## src/rtl/param_data_memory_pkg.sv

```systemverilog
// rtl/param_data_memory_pkg.sv - shared state encoding and width helper for the data memory
package param_mem_pkg;

  typedef enum logic [1:0] {
    INIT,
    IDLE,
    READ_WAIT
  } mem_state_e;

  // Ceiling log2; loop bound keeps it a constant-foldable function for elaboration.
  function automatic int clog2(input int value);
    int r;
    r = 0;
    for (int i = 0; i < 31; i++) begin
      if ((1 << i) < value) r = i + 1;
    end
    return r;
  endfunction

endpackage

```

## src/rtl/param_data_memory_if.sv

```systemverilog
// rtl/param_data_memory_if.sv - request/response bus between a requester and the data memory
interface param_data_memory_if #(
  parameter int DATA_WIDTH = 32,
  parameter int ADDR_WIDTH = 32
);
  logic                    ReqValid;
  logic                    ReqReady;
  logic                    MemRead;
  logic                    MemWrite;
  logic [ADDR_WIDTH-1:0]   Address;
  logic [DATA_WIDTH-1:0]   WriteData;
  logic [DATA_WIDTH/8-1:0] ByteEn;
  logic                    RespValid;
  logic [DATA_WIDTH-1:0]   ReadData;
  logic                    Error;
  logic                    InitDone;

  modport master (
    output ReqValid, MemRead, MemWrite, Address, WriteData, ByteEn,
    input  ReqReady, RespValid, ReadData, Error, InitDone
  );

  modport slave (
    input  ReqValid, MemRead, MemWrite, Address, WriteData, ByteEn,
    output ReqReady, RespValid, ReadData, Error, InitDone
  );
endinterface

```

## src/rtl/param_mem_array.sv

```systemverilog
// rtl/param_mem_array.sv - word storage with one byte-enabled write port and one registered read port
module param_mem_array #(
  parameter int DATA_WIDTH = 32,
  parameter int DEPTH      = 64,
  parameter int IDX_W      = 6
) (
  input  logic                    clk,
  input  logic                    rst,
  input  logic                    we,
  input  logic [IDX_W-1:0]        waddr,
  input  logic [DATA_WIDTH-1:0]   wdata,
  input  logic [DATA_WIDTH/8-1:0] wbe,
  input  logic                    re,
  input  logic [IDX_W-1:0]        raddr,
  output logic [DATA_WIDTH-1:0]   rdata
);
  logic [DATA_WIDTH-1:0] mem [DEPTH];
  logic [DATA_WIDTH-1:0] rdata_q;
  logic [DATA_WIDTH-1:0] rdata_d;

  // Storage itself is not reset; the controller clears it word by word.
  always_ff @(posedge clk) begin
    if (we) begin
      for (int b = 0; b < DATA_WIDTH / 8; b++) begin
        if (wbe[b]) mem[waddr][b*8 +: 8] <= wdata[b*8 +: 8];
      end
    end
  end

  always_comb begin
    rdata_d = rdata_q;
    if (re) rdata_d = mem[raddr];
  end

  always_ff @(posedge clk or posedge rst) begin
    if (rst) rdata_q <= '0;
    else     rdata_q <= rdata_d;
  end

  assign rdata = rdata_q;
endmodule

```

## src/rtl/param_data_memory.sv

```systemverilog
// rtl/param_data_memory.sv - self-clearing word memory with a request/response bus and
// configurable read latency
module param_data_memory
  import param_mem_pkg::*;
#(
  parameter int DATA_WIDTH   = 32,
  parameter int ADDR_WIDTH   = 32,
  parameter int DEPTH        = 64,
  parameter int READ_LATENCY = 1
) (
  input  logic          Clk,
  input  logic          Reset,
  param_data_memory_if.slave bus
);
  localparam int IDX_W  = (clog2(DEPTH) > 0) ? clog2(DEPTH) : 1;
  localparam int LAT_W  = clog2(READ_LATENCY + 1);
  localparam int BE_W   = DATA_WIDTH / 8;
  localparam int WIDX_W = ADDR_WIDTH - 2;

  mem_state_e            state_q, state_d;
  logic [IDX_W-1:0]      clr_idx_q, clr_idx_d;
  logic [LAT_W-1:0]      lat_cnt_q, lat_cnt_d;
  logic                  init_done_q, init_done_d;
  logic                  resp_valid_q, resp_valid_d;
  logic                  error_q, error_d;
  logic [DATA_WIDTH-1:0] read_data_q, read_data_d;

  logic [WIDX_W-1:0]     word_idx;
  logic                  req_ok;
  logic                  rd_resp;
  logic                  arr_we;
  logic [IDX_W-1:0]      arr_waddr;
  logic [DATA_WIDTH-1:0] arr_wdata;
  logic [BE_W-1:0]       arr_wbe;
  logic                  arr_re;
  logic [DATA_WIDTH-1:0] arr_rdata;

  assign word_idx = bus.Address[ADDR_WIDTH-1:2];
  assign req_ok   = (bus.MemRead ^ bus.MemWrite) && (bus.Address[1:0] == 2'b00) &&
                    (word_idx < WIDX_W'(DEPTH));
  // Last READ_WAIT cycle: the sampled word is presented and latched as the held result.
  assign rd_resp  = (state_q == READ_WAIT) && (lat_cnt_q == LAT_W'(READ_LATENCY));

  always_comb begin
    state_d      = state_q;
    clr_idx_d    = clr_idx_q;
    lat_cnt_d    = lat_cnt_q;
    init_done_d  = init_done_q;
    resp_valid_d = 1'b0;
    error_d      = 1'b0;
    read_data_d  = rd_resp ? arr_rdata : read_data_q;
    arr_we       = 1'b0;
    arr_waddr    = word_idx[IDX_W-1:0];
    arr_wdata    = bus.WriteData;
    arr_wbe      = bus.ByteEn;
    arr_re       = 1'b0;
    case (state_q)
      INIT: begin
        arr_we    = 1'b1;
        arr_waddr = clr_idx_q;
        arr_wdata = '0;
        arr_wbe   = '1;
        if (clr_idx_q == IDX_W'(DEPTH - 1)) begin
          state_d     = IDLE;
          init_done_d = 1'b1;
          clr_idx_d   = '0;
        end else begin
          clr_idx_d = clr_idx_q + IDX_W'(1);
        end
      end
      IDLE: begin
        if (bus.ReqValid) begin
          resp_valid_d = 1'b1;
          if (!req_ok) begin
            error_d = 1'b1;
          end else if (bus.MemWrite) begin
            arr_we = 1'b1;
          end else begin
            arr_re       = 1'b1;
            lat_cnt_d    = LAT_W'(1);
            state_d      = READ_WAIT;
            resp_valid_d = (READ_LATENCY == 1);
          end
        end
      end
      READ_WAIT: begin
        if (rd_resp) begin
          state_d   = IDLE;
          lat_cnt_d = '0;
        end else begin
          lat_cnt_d    = lat_cnt_q + LAT_W'(1);
          resp_valid_d = (lat_cnt_q == LAT_W'(READ_LATENCY - 1));
        end
      end
      default: state_d = INIT;
    endcase
  end

  always_ff @(posedge Clk or posedge Reset) begin
    if (Reset) begin
      state_q      <= INIT;
      clr_idx_q    <= '0;
      lat_cnt_q    <= '0;
      init_done_q  <= 1'b0;
      resp_valid_q <= 1'b0;
      error_q      <= 1'b0;
      read_data_q  <= '0;
    end else begin
      state_q      <= state_d;
      clr_idx_q    <= clr_idx_d;
      lat_cnt_q    <= lat_cnt_d;
      init_done_q  <= init_done_d;
      resp_valid_q <= resp_valid_d;
      error_q      <= error_d;
      read_data_q  <= read_data_d;
    end
  end

  param_mem_array #(
    .DATA_WIDTH(DATA_WIDTH),
    .DEPTH     (DEPTH),
    .IDX_W     (IDX_W)
  ) u_array (
    .clk  (Clk),
    .rst  (Reset),
    .we   (arr_we),
    .waddr(arr_waddr),
    .wdata(arr_wdata),
    .wbe  (arr_wbe),
    .re   (arr_re),
    .raddr(word_idx[IDX_W-1:0]),
    .rdata(arr_rdata)
  );

  assign bus.ReqReady  = (state_q == IDLE);
  assign bus.RespValid = resp_valid_q;
  assign bus.Error     = error_q;
  assign bus.ReadData  = read_data_d;
  assign bus.InitDone  = init_done_q;
endmodule

```

## src/flat_wrapper.sv

```systemverilog
// flat-port wrapper written by rule: the top's interface ports become plain ports
module param_data_memory_flat import param_mem_pkg::*;
#(
  parameter int DATA_WIDTH   = 32,
  parameter int ADDR_WIDTH   = 32,
  parameter int DEPTH        = 64,
  parameter int READ_LATENCY = 1
)
  (Clk, Reset, bus_ReqValid, bus_MemRead, bus_MemWrite, bus_Address, bus_WriteData, bus_ByteEn, bus_ReqReady, bus_RespValid, bus_ReadData, bus_Error, bus_InitDone);
  param_data_memory_if #(.DATA_WIDTH(DATA_WIDTH), .ADDR_WIDTH(ADDR_WIDTH)) bus_i ();
  input  logic Clk;
  input  logic Reset;
  input wire logic [$bits(bus_i.ReqValid)-1:0] bus_ReqValid;
  input wire logic [$bits(bus_i.MemRead)-1:0] bus_MemRead;
  input wire logic [$bits(bus_i.MemWrite)-1:0] bus_MemWrite;
  input wire logic [$bits(bus_i.Address)-1:0] bus_Address;
  input wire logic [$bits(bus_i.WriteData)-1:0] bus_WriteData;
  input wire logic [$bits(bus_i.ByteEn)-1:0] bus_ByteEn;
  output wire logic [$bits(bus_i.ReqReady)-1:0] bus_ReqReady;
  output wire logic [$bits(bus_i.RespValid)-1:0] bus_RespValid;
  output wire logic [$bits(bus_i.ReadData)-1:0] bus_ReadData;
  output wire logic [$bits(bus_i.Error)-1:0] bus_Error;
  output wire logic [$bits(bus_i.InitDone)-1:0] bus_InitDone;
  assign bus_i.ReqValid = bus_ReqValid;
  assign bus_i.MemRead = bus_MemRead;
  assign bus_i.MemWrite = bus_MemWrite;
  assign bus_i.Address = bus_Address;
  assign bus_i.WriteData = bus_WriteData;
  assign bus_i.ByteEn = bus_ByteEn;
  assign bus_ReqReady = bus_i.ReqReady;
  assign bus_RespValid = bus_i.RespValid;
  assign bus_ReadData = bus_i.ReadData;
  assign bus_Error = bus_i.Error;
  assign bus_InitDone = bus_i.InitDone;
  param_data_memory #(.DATA_WIDTH(DATA_WIDTH), .ADDR_WIDTH(ADDR_WIDTH), .DEPTH(DEPTH), .READ_LATENCY(READ_LATENCY)) u_core (.Clk(Clk), .Reset(Reset), .bus(bus_i));
endmodule
```

## config.mk

```make
export PLATFORM = sky130hd
export DESIGN_NAME = param_data_memory_flat
export DESIGN_NICKNAME = d
export VERILOG_FILES = /design/src/rtl/param_data_memory_pkg.sv /design/src/rtl/param_data_memory_if.sv /design/src/rtl/param_mem_array.sv /design/src/rtl/param_data_memory.sv /design/src/flat_wrapper.sv
export SDC_FILE = /design/constraint.sdc
export NUM_CORES = 2
export LEC_CHECK = 0
export CAP_MARGIN = 20
export CORE_MARGIN = 2
export CORE_UTILIZATION = 30
export DETAILED_ROUTE_END_ITERATION = 10
export PLACE_DENSITY = 0.42
export SYNTH_ARGS = -nofsm -noshare
export SYNTH_HDL_FRONTEND = slang
export SYNTH_SLANG_ARGS = --single-unit
```

## constraint.sdc

```tcl
create_clock -name Clk -period 3.92 [get_ports Clk]
set_clock_uncertainty 0.1 [all_clocks]
set_input_delay 0.784 -clock Clk [delete_from_list [all_inputs] [get_ports Clk]]
set_output_delay 0.784 -clock Clk [all_outputs]
set_load 0.005 [all_outputs]
```

==> results.toml <==
[status]
status = "completed"

[grt]
grt_pass1_wl_mm = 351
grt_antenna_before_repair = 18
grt_max_degree = 76
grt_overflow_total = 0
grt_pass1_vias = 43700
grtUsageTotal = 0.180

[power]
p_leak_nw = 32.8
ir_drop_v = 0.000357
total_power_w = 0.0486
power_density_nw_per_um2 = 487

[floorplan]
die_height_um = 528
io_pins = 109
coreArea_um2 = 273000
die_width_um = 528
num_rows = 192
die-area_um2 = 278000
initial_core_util = 0.301

[worst_setup_path]
cp.required_ns = 3.04
crit_fanout = 11
crit_type = "reg2out"
endpoint_kind = "primary output"
crit_start = "u_core.state_q[0]"
critPathArrivalTime_ns = 2.86
rr_worst_depth = 9
cp-start-kind = "flop"
r2r-start = "u_core.state_q[1]"
rrSetupSlack_ns = 0.62

[clock_tree]
post_cts_buffers = 0
cts_hold_buf = 0
cts_tree = "done"
clkTransAtPathRegs_ns = 0.06
insertion_delay_ns = 0.87
cts_made_buffers = 228
clockBufferDepth = 3
post_cts_resize_count = 5
htreeDepth = 4
root_buffer = "clkbuf_16"
cts_sinks = 2124

[detailed_routing]
vias = 42400
wl_per_cell_um = 29.9
drcViolationCount = 0
drt_first_pass_iters = 5
post_drt_via_cell_ratio = 5.01
antenna_left = 0
drtIter0Drc = 3885
postRouteWirelength_mm = 253

[logic_synthesis]
synthTopCellsByArea = "edfxtp_1 (75%), mux4_2 (11%), mux2i_1 (3.2%), dfrtp_1 (2.3%), a22oi_1 (1.5%)"
synth_edf_count = 2048
yosysUniqueCellTypes = 49
netlist_instances = 4004
synth_seq_cells = 2124
yosysTopAreaCell = "edfxtp_1"
synth.avg_cell_area_um2 = 20.5
yosysMostFrequentCell = "edfxtp_1"
synth_top_area_share = 0.748
ys.warnings.count = 0
synth_seq_area_share = 0.771
ys.flop_type = "edfxtp_1"
syn_nets = 4081
syn_area_um2 = 82200
synth_common_cells = "edfxtp_1 (2048), mux4_2 (384), nor2_1 (283)"
synth-async-reset-ratio = 0.0358

[layout]
finalInstanceArea_um2 = 99800
register_area_um2 = 63400
drive_gt1_frac = 0.290
multiInputGateArea_um2 = 18000
fin_nets = 4746
fin_util = 0.365
fill_cells = 25100
syn_to_final_growth_pct = 21.3

[placed_design]
place_area_um2 = 92300
port_buffers = 108
pre_cts_slack_ns = -0.0835
place_hpwl_mm = 168
gp_congestion = 0.801

[sta]
tightest_slew_ns = 1.16
rsz0062_at_grt = "no"
slew_viol_final = 0
fmax_mhz = 267
setup-violations-final = 0
layout_min_cycle_time_ns = 3.74
setup_ws_ns = 0.179
max_slew_margin = 0.224
hold_violations = 0
period_share = 0.954

[flow_run]
maxCapViolCount = 0

[hold_path]
min_path_type = "in2async"
-- layout make-up --
cell class,count,share of cell area
Antenna cell,9,0.000226
Multi-Input combinational cell,1618,0.180
Tap cell,3589,0.0450
Sequential cell,2124,0.635
Clock buffer,310,0.0624
Clock inverter,108,0.0119
Timing Repair Buffer,686,0.0643
Inverter,11,0.000464
-- layout by cell type, fill, tap and decap left out, types with 74 or more instances in the layout --
cell type / n
a22o_1: 96
a22oi_1: 160
buf_12: 79
buf_4: 498
clkbuf_16: 230
clkdlybuf4s50_1: 105
dfrtp_1: 76
edfxtp_1: 2048
mux2i_1: 259
mux4_2: 384
nand2_1: 74
nor2_1: 280
-- worst max-delay path: stages, from the launching register on --
cell             delay, ns
dfrtp_1               0.37
inv_1                 0.12
ha_4                  0.21
nand2_8               0.18
buf_8                 0.20
mux2_2                0.36
clkdlybuf4s50_1       0.50
-- per-stage QoR --
step	cells	hold slack (ns)	setup TNS (ns)
detailed placement	8028	0.385	-0.577
finish	8455	0.196	0
floorplan	4004	0.355	0
CTS	8446	0.152	0
global route	8447	0.196	0
global placement	8027	0.384	-0.653
-- final timing paths --
kind | to
max in group asynchronous | u_core.read_data_q[7]
min in group Clk | u_core.read_data_q[13]
worst max register to register | u_core.u_array.mem[8][9]
worst max-delay path | bus_ReadData[11]
worst min register to register | u_core.read_data_q[13]
worst min-delay path | u_core.read_data_q[28]
-- routing by layer --
metal  routed length (um)  share of wire  up-vias  GRT usage
met5                   72        0.00028        -          0
met4                 6810          0.027       10     0.0524
met3                12700          0.050      320     0.0283
li1                     -              -    18000          -
met2               123000           0.49     1152      0.298
met1               110000           0.43    22800      0.243
-- sequential cells by signal, summed over array words and instances (netlist names) --
name and flops:
u_core.u_array.mem 2048, u_core.read_data_q 32, u_core.u_array.rdata 32, u_core.clr_idx_q 6, u_core.state_q 2, u_core.bus.Error 1
u_core.bus.InitDone 1, u_core.bus.RespValid 1, u_core.lat_cnt_q 1
-- where the power goes --
group	leakage (nW)	total, W	internal (W)	switching, W
Clock	3.60	0.0214	0.0124	0.00896
Combinational	9.79	0.00234	0.000902	0.00144
Sequential	19.4	0.0249	0.0249	0.0000166
-- kinds of logic after synthesis --
family / after synthesis / share of synthesized area
fa+ha+maj: 4 / 0.000609
mux: 678 / 0.141
simple gates: 454 / 0.0236
xor+xnor: 3 / 0.000320
compound gates: 479 / 0.0478
buf+inv: 262 / 0.0154
flops: 2124 / 0.771
Note: power is estimated with default switching activity, not from simulation.
